**config.mk**
```make
export PLATFORM = sky130hd
export DESIGN_NAME = fetch_requester_flat
export DESIGN_NICKNAME = d
export VERILOG_FILES = /design/src/rtl/p_hardisc.sv /design/src/rtl/fetch_requester_if.sv /design/src/rtl/fetch_credit.sv /design/src/rtl/seu_ff_rst.sv /design/src/rtl/fetch_requester.sv /design/src/flat_wrapper.sv
export SDC_FILE = /design/constraint.sdc
export NUM_CORES = 1
export LEC_CHECK = 0
export CAP_MARGIN = 25
export CELL_PAD_IN_SITES_DETAIL_PLACEMENT = 0
export CELL_PAD_IN_SITES_GLOBAL_PLACEMENT = 1
export CORE_MARGIN = 3
export CORE_UTILIZATION = 28
export DETAILED_ROUTE_END_ITERATION = 8
export GPL_TIMING_DRIVEN = 0
export PLACE_DENSITY = 0.95
export SLEW_MARGIN = 15
export SYNTH_ARGS = -nofsm -noshare
export SYNTH_HDL_FRONTEND = slang
export SYNTH_HIERARCHICAL = 1
export SYNTH_SLANG_ARGS = --single-unit
```
**constraint.sdc**
```tcl
create_clock -name s_clk_i -period 9.1 [get_ports s_clk_i]
set_clock_uncertainty 0.05 [all_clocks]
set_input_delay 1.82 -clock s_clk_i [delete_from_list [all_inputs] [get_ports s_clk_i]]
set_output_delay 1.82 -clock s_clk_i [all_outputs]
set_load 0.01 [all_outputs]
```
**src/rtl/p_hardisc.sv**
```systemverilog
// Shared project definitions for the fetch path.
// Holds the fetch-buffer entry layout (width, bit-field positions), the entry
// status codes, the outstanding/discard counter width and the requester FSM
// state type.
package p_hardisc;

    // Fetch-buffer entry: [31:0] data, [32] compressed flag,
    // [35:33] fetch status, [37:36] prediction bits.
    localparam int unsigned IFB_WIDTH    = 38;
    localparam int unsigned IFB_DATA_LSB = 0;
    localparam int unsigned IFB_DATA_MSB = 31;
    localparam int unsigned IFB_RVC_BIT  = 32;
    localparam int unsigned IFB_INFO_LSB = 33;
    localparam int unsigned IFB_INFO_MSB = 35;
    localparam int unsigned IFB_PRED_LSB = 36;
    localparam int unsigned IFB_PRED_MSB = 37;

    localparam logic [2:0] FETCH_VALID = 3'b001;
    localparam logic [2:0] FETCH_BSERR = 3'b010;

    // Wide enough for MAX_OUT up to 3.
    localparam int unsigned CNT_W = 2;

    typedef enum logic {
        StIdle  = 1'b0,
        StFetch = 1'b1
    } fetch_state_t;

endpackage

```
**src/rtl/fetch_requester_if.sv**
```systemverilog
// Instruction bus between the fetch requester (master) and memory (slave).
//   req/addr       : address phase, addr held until gnt
//   gnt            : address accepted this cycle
//   rvalid/rdata   : response phase, one response per granted request, in order
//   rerr           : bus error on this response
//   rchecksum      : SECDED checksum of rdata
interface fetch_requester_if;
    logic        req;
    logic [31:0] addr;
    logic        gnt;
    logic        rvalid;
    logic [31:0] rdata;
    logic        rerr;
    logic [6:0]  rchecksum;

    modport master (
        output req, addr,
        input  gnt, rvalid, rdata, rerr, rchecksum
    );

    modport slave (
        input  req, addr,
        output gnt, rvalid, rdata, rerr, rchecksum
    );
endinterface

```
**src/rtl/fetch_credit.sv**
```systemverilog
// Free fetch-buffer slots not yet claimed by in-flight requests.
//   s_occupied_i    : per-entry occupancy of the fetch buffer
//   s_outstanding_i : bus requests granted but not yet answered
//   s_credit_o      : IFB_SIZE - popcount(occupied) - outstanding (signed)
module fetch_credit
    import p_hardisc::*;
#(
    parameter int unsigned IFB_SIZE = 2
) (
    input  logic [IFB_SIZE-1:0] s_occupied_i,
    input  logic [CNT_W-1:0]    s_outstanding_i,
    output logic signed [3:0]   s_credit_o
);
    logic [2:0] popcount;

    always_comb begin
        popcount = '0;
        for (int i = 0; i < int'(IFB_SIZE); i++) begin
            popcount = popcount + 3'(s_occupied_i[i]);
        end
    end

    // Can go negative when the buffer reports more entries than expected.
    assign s_credit_o = $signed(4'(IFB_SIZE)) - $signed({1'b0, popcount})
                      - $signed(4'(s_outstanding_i));
endmodule

```
**src/rtl/seu_ff_rst.sv**
```systemverilog
// Register wrapper with asynchronous active-high reset, used for all
// architectural state so it can later be swapped for a hardened cell.
//   s_c_i : clock        s_r_i : async reset (active high)
//   s_d_i : next value   s_q_o : registered value (RSTVAL while in reset)
module seu_ff_rst #(
    parameter int unsigned   W      = 1,
    parameter logic [W-1:0]  RSTVAL = '0
) (
    input  logic         s_c_i,
    input  logic         s_r_i,
    input  logic [W-1:0] s_d_i,
    output logic [W-1:0] s_q_o
);
    always_ff @(posedge s_c_i or posedge s_r_i) begin
        if (s_r_i) begin
            s_q_o <= RSTVAL;
        end else begin
            s_q_o <= s_d_i;
        end
    end
endmodule

```
**src/rtl/fetch_requester.sv**
```systemverilog
// Instruction fetch requester: issues word-aligned fetches on the bus while
// the fetch buffer has room, pushes responses straight into the buffer and
// drops responses belonging to requests issued before a redirect.
//   s_clk_i, s_reset_i : clock, async active-high reset
//   s_start_i          : leave IDLE, start fetching at the current address
//   s_flush_i/_addr_i  : redirect to a new address
//   bus                : instruction bus (master side)
//   s_push_o/data/chk  : fetch-buffer write port (zero latency from response)
//   s_occupied_i       : fetch-buffer occupancy
module fetch_requester
    import p_hardisc::*;
#(
    parameter int unsigned IFB_SIZE  = 2,
    parameter int unsigned MAX_OUT   = 2,
    parameter logic [31:0] BOOT_ADDR = 32'h0000_0000
) (
    input  logic                 s_clk_i,
    input  logic                 s_reset_i,
    input  logic                 s_start_i,
    input  logic                 s_flush_i,
    input  logic [31:0]          s_flush_addr_i,
    fetch_requester_if.master    bus,
    output logic                 s_push_o,
    output logic [IFB_WIDTH-1:0] s_data_o,
    output logic [6:0]           s_checksum_o,
    input  logic [IFB_SIZE-1:0]  s_occupied_i
);
    fetch_state_t      state_q, state_d;
    logic              state_raw;
    logic [31:0]       addr_q, addr_d;
    logic [CNT_W-1:0]  out_q, out_d;
    logic [CNT_W-1:0]  disc_q, disc_d;
    logic signed [3:0] credit;
    logic [31:0]       flush_addr;
    logic              grant;
    logic              resp;
    logic              drop;

    fetch_credit #(.IFB_SIZE(IFB_SIZE)) u_credit (
        .s_occupied_i    (s_occupied_i),
        .s_outstanding_i (out_q),
        .s_credit_o      (credit)
    );

    seu_ff_rst #(.W(1), .RSTVAL(1'b0)) u_state_ff (
        .s_c_i (s_clk_i), .s_r_i (s_reset_i), .s_d_i (state_d), .s_q_o (state_raw)
    );
    seu_ff_rst #(.W(32), .RSTVAL(BOOT_ADDR)) u_addr_ff (
        .s_c_i (s_clk_i), .s_r_i (s_reset_i), .s_d_i (addr_d), .s_q_o (addr_q)
    );
    seu_ff_rst #(.W(CNT_W), .RSTVAL('0)) u_out_ff (
        .s_c_i (s_clk_i), .s_r_i (s_reset_i), .s_d_i (out_d), .s_q_o (out_q)
    );
    seu_ff_rst #(.W(CNT_W), .RSTVAL('0)) u_disc_ff (
        .s_c_i (s_clk_i), .s_r_i (s_reset_i), .s_d_i (disc_d), .s_q_o (disc_q)
    );

    assign state_q    = fetch_state_t'(state_raw);
    assign flush_addr = s_flush_addr_i & 32'hFFFF_FFFC;
    assign bus.addr   = addr_q;

    // A response with nothing outstanding is stray (e.g. from before reset).
    assign resp  = bus.rvalid && (out_q != '0);
    assign grant = bus.req && bus.gnt;
    // A response in the redirect cycle is already stale.
    assign drop  = s_flush_i || (disc_q != '0);

    always_comb begin
        state_d      = state_q;
        addr_d       = addr_q;
        out_d        = out_q;
        disc_d       = disc_q;
        bus.req      = 1'b0;
        s_push_o     = 1'b0;
        s_data_o     = '0;
        s_checksum_o = '0;

        if (state_q == StIdle && s_start_i) begin
            state_d = StFetch;
        end

        if (state_q == StFetch && credit > 0 && out_q < CNT_W'(MAX_OUT) && !s_flush_i) begin
            bus.req = 1'b1;
        end

        out_d = out_q + CNT_W'(grant) - CNT_W'(resp);

        if (s_flush_i) begin
            addr_d = flush_addr;
            disc_d = out_q - CNT_W'(resp);
        end else begin
            if (grant) begin
                addr_d = addr_q + 32'd4;
            end
            if (resp && disc_q != '0) begin
                disc_d = disc_q - CNT_W'(1);
            end
        end

        if (resp && !drop) begin
            s_push_o                           = 1'b1;
            s_data_o[IFB_RVC_BIT]              = 1'b0;
            s_data_o[IFB_PRED_MSB:IFB_PRED_LSB] = 2'b00;
            if (bus.rerr) begin
                s_data_o[IFB_INFO_MSB:IFB_INFO_LSB] = FETCH_BSERR;
            end else begin
                s_data_o[IFB_DATA_MSB:IFB_DATA_LSB] = bus.rdata;
                s_data_o[IFB_INFO_MSB:IFB_INFO_LSB] = FETCH_VALID;
                s_checksum_o                        = bus.rchecksum;
            end
        end
    end

    stray_response: assert property (@(posedge s_clk_i) disable iff (s_reset_i)
        !(bus.rvalid && out_q == '0));
endmodule

```
**src/flat_wrapper.sv**
```systemverilog
// flat-port wrapper written by rule: the top's interface ports become plain ports
module fetch_requester_flat import p_hardisc::*;
#(
    parameter int unsigned IFB_SIZE  = 2,
    parameter int unsigned MAX_OUT   = 2,
    parameter logic [31:0] BOOT_ADDR = 32'h0000_0000
)
  (s_clk_i, s_reset_i, s_start_i, s_flush_i, s_flush_addr_i, s_push_o, s_data_o, s_checksum_o, s_occupied_i, bus_req, bus_addr, bus_gnt, bus_rvalid, bus_rdata, bus_rerr, bus_rchecksum);
  fetch_requester_if bus_i ();
  input  logic s_clk_i;
  input  logic s_reset_i;
  input  logic s_start_i;
  input  logic s_flush_i;
  input  logic [31:0] s_flush_addr_i;
  output logic s_push_o;
  output logic [IFB_WIDTH-1:0] s_data_o;
  output logic [6:0] s_checksum_o;
  input  logic [IFB_SIZE-1:0] s_occupied_i;
  output wire logic [$bits(bus_i.req)-1:0] bus_req;
  output wire logic [$bits(bus_i.addr)-1:0] bus_addr;
  input wire logic [$bits(bus_i.gnt)-1:0] bus_gnt;
  input wire logic [$bits(bus_i.rvalid)-1:0] bus_rvalid;
  input wire logic [$bits(bus_i.rdata)-1:0] bus_rdata;
  input wire logic [$bits(bus_i.rerr)-1:0] bus_rerr;
  input wire logic [$bits(bus_i.rchecksum)-1:0] bus_rchecksum;
  assign bus_req = bus_i.req;
  assign bus_addr = bus_i.addr;
  assign bus_i.gnt = bus_gnt;
  assign bus_i.rvalid = bus_rvalid;
  assign bus_i.rdata = bus_rdata;
  assign bus_i.rerr = bus_rerr;
  assign bus_i.rchecksum = bus_rchecksum;
  fetch_requester #(.IFB_SIZE(IFB_SIZE), .MAX_OUT(MAX_OUT), .BOOT_ADDR(BOOT_ADDR)) u_core (.s_clk_i(s_clk_i), .s_reset_i(s_reset_i), .s_start_i(s_start_i), .s_flush_i(s_flush_i), .s_flush_addr_i(s_flush_addr_i), .bus(bus_i), .s_push_o(s_push_o), .s_data_o(s_data_o), .s_checksum_o(s_checksum_o), .s_occupied_i(s_occupied_i));
endmodule
```
## Word level (Yosys, flattened, before mapping)

Cells that the tools add are included.
W data, S select, Z words.

| word-level totals | value |
|---|---|
| register bits after elaboration | 37 |

| cells by class | value |
|---|---|
| $add $sub $neg | 8 |
| $lt $le $gt $ge | 2 |
| muxes and demuxes | 11 |
| bitwise gates (word level) | 1 |
| reductions and logical operators | 15 |

Operator list:

| operator | count |
|---|---|
| $mux W32 | 3 |
| $mux W36 | 1 |
| $add A32 B3 Y32 const B | 1 |
| $mux W7 | 2 |
| $logic_and A1 B1 Y1 | 8 |
| $reduce_bool A2 Y1 | 4 |
| $mux W2 | 3 |
| $gt A4 B1 Y1 const B | 1 |
| $sub A2 B1 Y2 | 2 |
| $sub A3 B3 Y4 | 1 |
| $sub A2 B2 Y3 const A | 1 |
| $add A1 B1 Y2 | 1 |
| $add A2 B1 Y2 | 1 |
| $logic_not A1 Y1 | 2 |
| $lt A2 B2 Y1 const B | 1 |
| $mux W1 | 2 |
| $sub A2 B1 Y2 const B | 1 |
| $logic_or A1 B1 Y1 | 1 |
| $not A1 Y1 | 1 |

## Logic depth before layout (Yosys ltp)

Gate-level depths: netlist of run 1.

| logic depth | value |
|---|---|
| word-level depth | 11 |
| depth in mapped cells | 14 |
| mapped depth without buffers | 14 |

## Cells and area by module

Netlist of run 1, hierarchy kept.

By module, submodules not included:

| module | times used | cells an instance | area an instance (sq um) |
|---|---|---|---|
| fetch_requester | 1 | 244 | 1514.0 |
| seu_ff_rst (u_core.u_addr_ff) | 1 | 33 | 804.5 |
| seu_ff_rst (u_core.u_disc_ff ...) | 2 | 3 | 53.8 |
| fetch_credit | 1 | 10 | 75.1 |
| seu_ff_rst (u_core.u_state_ff) | 1 | 2 | 28.8 |

## Least setup slack after synthesis of run 1

Ideal clock, no wire load.

| timing | value |
|---|---|
| kind | input to output |
| start | input port s_occupied_i[0] |
| end | output port bus_req |
| arrival time | 3.569 ns |
| required time | 7.230 ns |
| setup slack | 3.661 ns |
| cell stages on the path | 8 |
| path buffers | 1 |
| cells stage by stage | inv_1 > ha_1 > inv_1 > ha_1 > fa_1 > buf_4 > or4b_4 > nor2_1 |

| between the ends | value |
|---|---|
| cells in the longest elaborated chain, start to end | 8 |

RTL lines:

| element | RTL line | text |
|---|---|---|
| from (decl) | flat_wrapper.sv:18 | `input logic [IFB_SIZE-1:0] s_occupied_i;` |
| $add A1 B1 Y2 | fetch_credit.sv:19 | `popcount = popcount + 3'(s_occupied_i[i]);` |
| $sub A2 B2 Y3 | fetch_credit.sv:24 | `assign s_credit_o = $signed(4'(IFB_SIZE)) - $signed({1'b0, popcount})` |
| $sub A3 B3 Y4 | fetch_credit.sv:25 | `- $signed(4'(s_outstanding_i));` |
| net u_core.credit[2] | fetch_requester.sv:33 | `logic signed [3:0] credit;` |
| $gt A4 B1 Y1 | fetch_requester.sv:82 | `if (state_q == StFetch && credit > 0 && out_q < CNT_W'(MAX_OUT) && !s_flush_i) begin` |
| $logic_and A1 B1 Y1 (3 in a row) | fetch_requester.sv:82 |  |
| $mux W1 | fetch_requester.sv:82 |  |
| to (decl) | flat_wrapper.sv:19 | `output wire logic [$bits(bus_i.req)-1:0] bus_req;` |

The timed path passes the listed nets, and every way through them passes these cells.

## Final worst setup path of run 1

Ends and elaborated chain as after synthesis.

==> results of run 1 <==
==> worst max-delay path, stage by stage <==
cell,delay [ns]
clkdlybuf4s50_1,0.46
inv_1,0.04
ha_1,0.26
inv_1,0.04
ha_1,0.18
fa_1,0.38
buf_4,0.14
or4b_4,0.52
nor2_1,0.20
clkdlybuf4s50_1,0.58
==> cell usage after synthesis <==
master    count  area, um^2
buf_2         1        5.00
nor2b_1       3        18.8
mux2_2        2        22.5
nand3_1      12        60.1
and3_1        1        6.26
or4b_4        1        13.8
nor4_4        1        21.3
nor2_1        6        22.5
nand3b_1      1        7.51
dfrtp_1      37         926
nor4b_1       1        8.76
o21ai_0      16        80.1
nand4b_1      1        8.76
nor3b_1       2        15.0
nand2_1      41         154
or2_2         1        6.26
and4_1        4        35.0
fa_1          1        20.0
ha_1          7        87.6
o21ai_1      15        75.1
inv_1        20        75.1
buf_1         1        3.75
buf_4         5        37.5
mux2i_1       1        10.0
or4_1         1        7.51
nand4_1       5        31.3
buf_6         1        11.3
clkbuf_1     11        41.3
conb_1        1        3.75
and2_1       42         263
xnor2_1      23         201
nor4_2        8         100
a21oi_1       1        5.00
nor3_1        9        45.0
xor2_1       10        87.6
or3_1         2        12.5
==> state kept, by name (all words and copies together) (netlist names) <==
name                     cells
u_core/u_addr_ff/s_q_o      32
u_core/u_disc_ff/s_q_o       2
u_core/u_out_ff/s_q_o        2
u_core/u_state_ff/s_q_o      1
==> through the flow <==
step | power, uW | setup WS [ns]
floorplan | 318 | 3.66
global placement | 414 | 2.62
detailed placement | 420 | 2.61
CTS | 539 | 2.61
global route | 574 | 2.50
finish | 532 | 2.62
==> path summary, 6_finish.rpt <==
kind                                               startpoint                                    to  slack (ns)  cells past startpoint
setup / recovery                              s_occupied_i[0]                               bus_req        2.62                     10
hold / removal              u_core/u_state_ff/s_q_o$_DFF_PP0_     u_core/u_state_ff/s_q_o$_DFF_PP0_        0.43                      1
setup reg to reg           u_core/u_out_ff/s_q_o[0]$_DFF_PP0_  u_core/u_addr_ff/s_q_o[29]$_DFF_PP0_        5.88                      8
hold reg to reg             u_core/u_state_ff/s_q_o$_DFF_PP0_     u_core/u_state_ff/s_q_o$_DFF_PP0_        0.43                      1
max in group asynchronous                           s_reset_i  u_core/u_addr_ff/s_q_o[11]$_DFF_PP0_        6.56                      2
min in group asynchronous                           s_reset_i     u_core/u_state_ff/s_q_o$_DFF_PP0_        1.71                      2
==> per-layer routing <==
| metal | global-route usage (%) | wire length, um | part of all wire [%] | vias up |
|---|---|---|---|---|
| met1 | 19.0 | 3250 | 41 | 1220 |
| met4 | 2.76 | 62 | 0.79 | 0 |
| met2 | 27.1 | 3960 | 50 | 87 |
| met3 | 4.22 | 609 | 7.7 | 6 |
| met5 | 0 | 0 | 0 | - |
| li1 | - | - | - | 1288 |
==> kinds of logic (layout without fill, tap and decap cells) <==
group	after synthesis	after routing
muxes	3	3
DFF	37	37
adders and majority gates	8	8
and+or+nand+nor	142	142
buffers and inverters	39	199
other	1	4
xor gates and xnor gates	33	33
AOI/OAI and AO/OA	32	32
==> layout make-up <==
cell class                 instances  area share [%]
buffer                            19            2.31
clock buffer                       5            1.61
clock inverter                     3           0.409
inverter                          20            1.75
multi-input combinational        222            33.6
sequential                        37            21.6
tap                              108            3.15
timing repair buffer             152            35.5
==> power breakdown <==
part | total (uW) | switching (uW) | internal, uW
combinational | 203 | 86.4 | 117
sequential | 213 | 26.3 | 187
clock | 115 | 62.3 | 52.9
total | 532 | 175 | 357
==> run metrics, run 1 <==
status finished clean; Bufs on Longest Clock Path 2; fillers 863; Netlist Area Pre-Place 2530 um^2; via count 2601; Die ar. 10200 um^2; row count 34; mux cell area share after synthesis 1.29%; most common library cell in the layout ignoring fill and taps clkdlybuf4s50_1; Ports 159; pwr dens 124 nW/um^2; Hold Crit Class reg -> reg; largest net degree at the start of global routing 33; antenna diode count 0; maxcap violations 0; required time worst endpoint 7.23 ns; CTS resizes 0; Max transition margin 49.8%; Slew Limit Fails 0; post-synth cell types 36; clk sink count 37; clock transition at the registers of the reported paths 0.08 ns; final hold vios 0; post-route ant nets 0; TritonCTS clock tree built; largest family of logic cells by synthesized area simple AND/OR/NAND/NOR gates; Crit Path Max Fanout 5; syn avg cell area 8.58 um^2; starting density of the core 28.9%; initial antenna violation count 0; crit start category input pin; DIE HEIGHT 101 um; Adder-Cell Fraction of Synth Area 4.25%; Hold WS 0.434 ns; achievable frequency 0.154 GHz; simple-gate share of the synthesized area 33.1%; vias in the first global route 2563; GP Congestion 0.793; drt via density 4.60; Inst Count DP 558; Buffers on Ports 152; cell area after layout 4280 um^2; Layout area overhead 69.3%; FF/Latch Area 926 um^2; commonest non-fill, non-tap cells in the layout clkdlybuf4s50_1, and2_1, nand2_1; #FFs+latches synth 37; CTS root buf clkbuf_8; TritonCTS Buffers 5; DRC 0; worst path arrival time 4.61 ns; Syn. warnings 6; core area 8760 um^2; critical path class in -> out; 1st-pass router iterations 4; final wirelength 7880 um; register area share after synthesis 36.6%; Post CTS Setup Buffer Count 0; Worst Setup End Kind primary output; GRT Total Usage 15.4%; HPWL Detailed 6330 um; post-synthesis compound-gate area fraction 6.33%; unrepaired setup endpoints after global routing no; first-pass GRT wire length 12500 um; hold_buf cts 0; cells after synthesis 295; routed len/inst 13.9 um; actual slew at the worst max-slew pin 0.747 ns; Final Setup Violations 0; Finished Layout Cells 566; ratio of final minimum period to clock period 71.2%; clock latency at the later pin of the worst-skew pair 0.29 ns; Worst VDD drop 0.0000586 V; H-tree levels 2; area occupied by multi-input gates 1440 um^2; Die Wd 101 um; layout cells sized above 1 6.33%; Setup TNS 0 ns; Nets 545; Pleak 0.00168 uW; XOR/XNOR Fraction of Synth Area 11.4%; grt total ovfl 0; Initial DRC Count 61; fin crit period 6.48 ns; DP Area 4200 um^2; utilization after layout 48.9%
Note: power is estimated with default switching activity, not from simulation.
==> inputs of run 2 (changes only) <==
--- a/config.mk
+++ b/config.mk
@@ -9,10 +9,10 @@
 export CELL_PAD_IN_SITES_DETAIL_PLACEMENT = 0
 export CELL_PAD_IN_SITES_GLOBAL_PLACEMENT = 1
 export CORE_MARGIN = 3
-export CORE_UTILIZATION = 28
+export CORE_UTILIZATION = 23
 export DETAILED_ROUTE_END_ITERATION = 8
 export GPL_TIMING_DRIVEN = 0
-export PLACE_DENSITY = 0.95
+export PLACE_DENSITY = 0.86
 export SLEW_MARGIN = 15
 export SYNTH_ARGS = -nofsm -noshare
 export SYNTH_HDL_FRONTEND = slang
==> constraint.sdc (replaced) <==
create_clock -name s_clk_i -period 5.95 [get_ports s_clk_i]
set_clock_uncertainty 0.05 [all_clocks]
set_input_delay 1.19 -clock s_clk_i [delete_from_list [all_inputs] [get_ports s_clk_i]]
set_output_delay 1.19 -clock s_clk_i [all_outputs]
set_load 0.01 [all_outputs]
==> run 2 against run 1 <==
Net effect:
- largest cell class unchanged
- critical path type unchanged
- worst setup slack worse by 1.9 ns
- core utilization down 7.8 points
- sequential cell count unchanged
- global-route usage decreased by 2.1 points
- die area is 20% higher
- register-to-register slack worse by 3.2 ns
==> run metrics, run 2 (synthesis gave the netlist of run 1 again) <==
actual slew at the worst max-slew pin 0.803 ns (+0.0561 ns); fin crit period 5.22 ns; Hold WS 0.432 ns (-0.00183 ns); Initial DRC Count 83 (+36%); unrepaired setup endpoints after global routing no; final hold vios 0 (unchanged); GRT Total Usage 13.4% (-2.1 points); hold_sp u_core/u_state_ff/s_q_o$_DFF_PP0_; maxcap violations 0 (unchanged); worst path arrival time 3.98 ns (-0.63 ns); Slew Limit Fails 0 (unchanged); Largest Register u_core/u_addr_ff/s_q_o; Crit Path Max Fanout 5 (unchanged); HPWL Detailed 6790 um (+7.2%); TritonCTS clock tree built; FF-to-FF setup slack 2.67 ns (-3.21 ns); Finished Layout Cells 594 (+4.9%); Die ar. 12300 um^2 (+20%); H-tree levels 2 (unchanged); core area 10500 um^2 (+20%); Worst VDD drop 0.0000881 V (+50%); CTS resizes 0 (unchanged); routed len/inst 14.2 um (+2.2%); Hold Crit Class reg -> reg; crit start category input pin; CTS root buf clkbuf_8; CP bufs+invs 5 (unchanged); drt via density 4.38 (-4.7%); first-pass GRT wire length 13600 um (+8.4%); DRC 0 (unchanged); Post CTS Setup Buffer Count 0 (unchanged); status finished clean; Met3 Routed Length 513 um (-16%); CP max stage cell clkdlybuf4s50_1; met2 WL 4090 um (+3.1%); clock transition at the registers of the reported paths 0.07 ns (about the same); commonest non-fill, non-tap cells in the layout clkdlybuf4s50_1, and2_1, nand2_1; hold path depth 1 (unchanged); vias in the first global route 2568 (+0.20%); Layout area overhead 70.7%; pwr dens 188 nW/um^2 (+52%); antenna diode count 0 (unchanged); GP Congestion 0.816 (+2.9%); largest registers u_core/u_addr_ff/s_q_o (32), u_core/u_disc_ff/s_q_o (2), u_core/u_out_ff/s_q_o (2); Final Setup Violations 0 (unchanged); Worst Setup End Kind primary output; reg2reg start u_core/u_out_ff/s_q_o[0]$_DFF_PP0_; layout cells sized above 1 6.33% (unchanged); Hold Path End u_core/u_state_ff/s_q_o$_DFF_PP0_; Bufs on Longest Clock Path 2 (unchanged); row count 37 (+8.8%); 1st-pass router iterations 4 (unchanged); Ports 159 (unchanged); achievable frequency 0.191 GHz; Setup TNS 0 ns (unchanged); ratio of final minimum period to clock period 87.8%; Nets 545 (unchanged); largest net degree at the start of global routing 33 (unchanged); fillers 1053 (+22%); initial antenna violation count 0 (unchanged); clock latency at the later pin of the worst-skew pair 0.29 ns (about the same); hold_buf cts 0 (unchanged); most common library cell in the layout ignoring fill and taps clkdlybuf4s50_1; grt total ovfl 0 (unchanged); top cell family by delay on the critical path buffers and inverters; via count 2602 (+0.038%); Cell Chain, Critical Path clkdlybuf4s50_1, inv_1, ha_1, inv_1, ha_1, fa_1, buf_4, or4b_4, nor2_1, clkdlybuf4s50_1; DIE HEIGHT 111 um (+9.7%); total power 814 uW (+53%); Inst Count DP 586 (+5.0%); final wirelength 8450 um (+7.3%); reg-to-reg endpoint u_core/u_addr_ff/s_q_o[29]$_DFF_PP0_; top layer in use met4; post-route ant nets 0 (unchanged); Die Wd 111 um (+9.7%); Buffers on Ports 152 (unchanged); starting density of the core 24.1% (-4.8 points); clk sink count 37 (unchanged); Worst R2R Path Depth 8 (unchanged); critical path class in -> out; utilization after layout 41.1% (-7.8 points); Max stage delay on crit path 0.58 ns (about the same); required time worst endpoint 4.71 ns (-2.52 ns); max reg flops 32 (unchanged); TritonCTS Buffers 5 (unchanged); Max transition margin 46.0% (-3.8 points); Pleak 0.00168 uW (unchanged); M1 WL 3810 um (+17%)
[run 2: cell counts in the layout (fill, tap and decap cells not counted)]
Identical to the previous run, type by type.
[run 2: per-layer routing]
layer / global-route usage, % / up-vias
met5: 0 / -
li1: - / 1285
met1: 17.5 / 1220
met3: 3.28 / 4
met2: 22.7 / 93
met4: 2.22 / 0
[run 2: worst reg2reg max path, stage by stage, from the launching register on]
cell and delay [ns]:
dfrtp_1 0.42, ha_1 0.22, fa_1 0.39, buf_4 0.15
or4b_4 0.51, nor4_2 0.73, nor4b_1 0.45, xnor2_1 0.17
o21ai_1 0.07
[run 2: report_power, final]
part / leakage [uW] / internal (uW) / switching, uW
registers: 0.000448 / 286 / 40.3
clock network: 0.0000439 / 80.9 / 94.8
logic: 0.00119 / 179 / 133
total: 0.00168 / 546 / 268
[run 2: how the worst max path moves through the flow]
stage	startpoint	end	depth (start not counted)
6_report	s_occupied_i[0]	bus_req	10
5_1_grt	s_occupied_i[0]	bus_req	10
4_1_cts	s_occupied_i[0]	bus_req	10
3_5_place_dp	s_occupied_i[0]	bus_req	10
3_3_place_gp	s_occupied_i[0]	bus_req	10
2_1_floorplan	s_occupied_i[0]	bus_req	8
[run 2: layout make-up]
| cell class | instances | area [um^2] | share of cell area [%] |
|---|---|---|---|
| multi-input combinational | 222 | 1440 | 33.4 |
| buffer | 19 | 98.8 | 2.29 |
| clock inverter | 3 | 17.5 | 0.406 |
| timing repair buffer | 152 | 1520 | 35.2 |
| inverter | 20 | 75.1 | 1.74 |
| tap | 136 | 170 | 3.94 |
| clock buffer | 5 | 68.8 | 1.59 |
| sequential | 37 | 926 | 21.4 |
[run 2: stage by stage]
step           setup WS (ns)  area, um^2
2_1_floorplan           1.77        2540
3_3_place_gp           0.722        4230
3_5_place_dp           0.714        4230
4_1_cts                0.707        4320
5_1_grt                0.662        4320
6_report               0.726        4320
==> inputs of run 3 (changes only) <==
--- a/config.mk
+++ b/config.mk
@@ -10,6 +10,7 @@
 export CELL_PAD_IN_SITES_GLOBAL_PLACEMENT = 1
 export CORE_MARGIN = 3
 export CORE_UTILIZATION = 23
+export CTS_CLUSTER_SIZE = 24
 export DETAILED_ROUTE_END_ITERATION = 8
 export GPL_TIMING_DRIVEN = 0
 export PLACE_DENSITY = 0.86
==> results of run 3 <==
The final DEF is identical to that of run 2; final timing and power are the same.
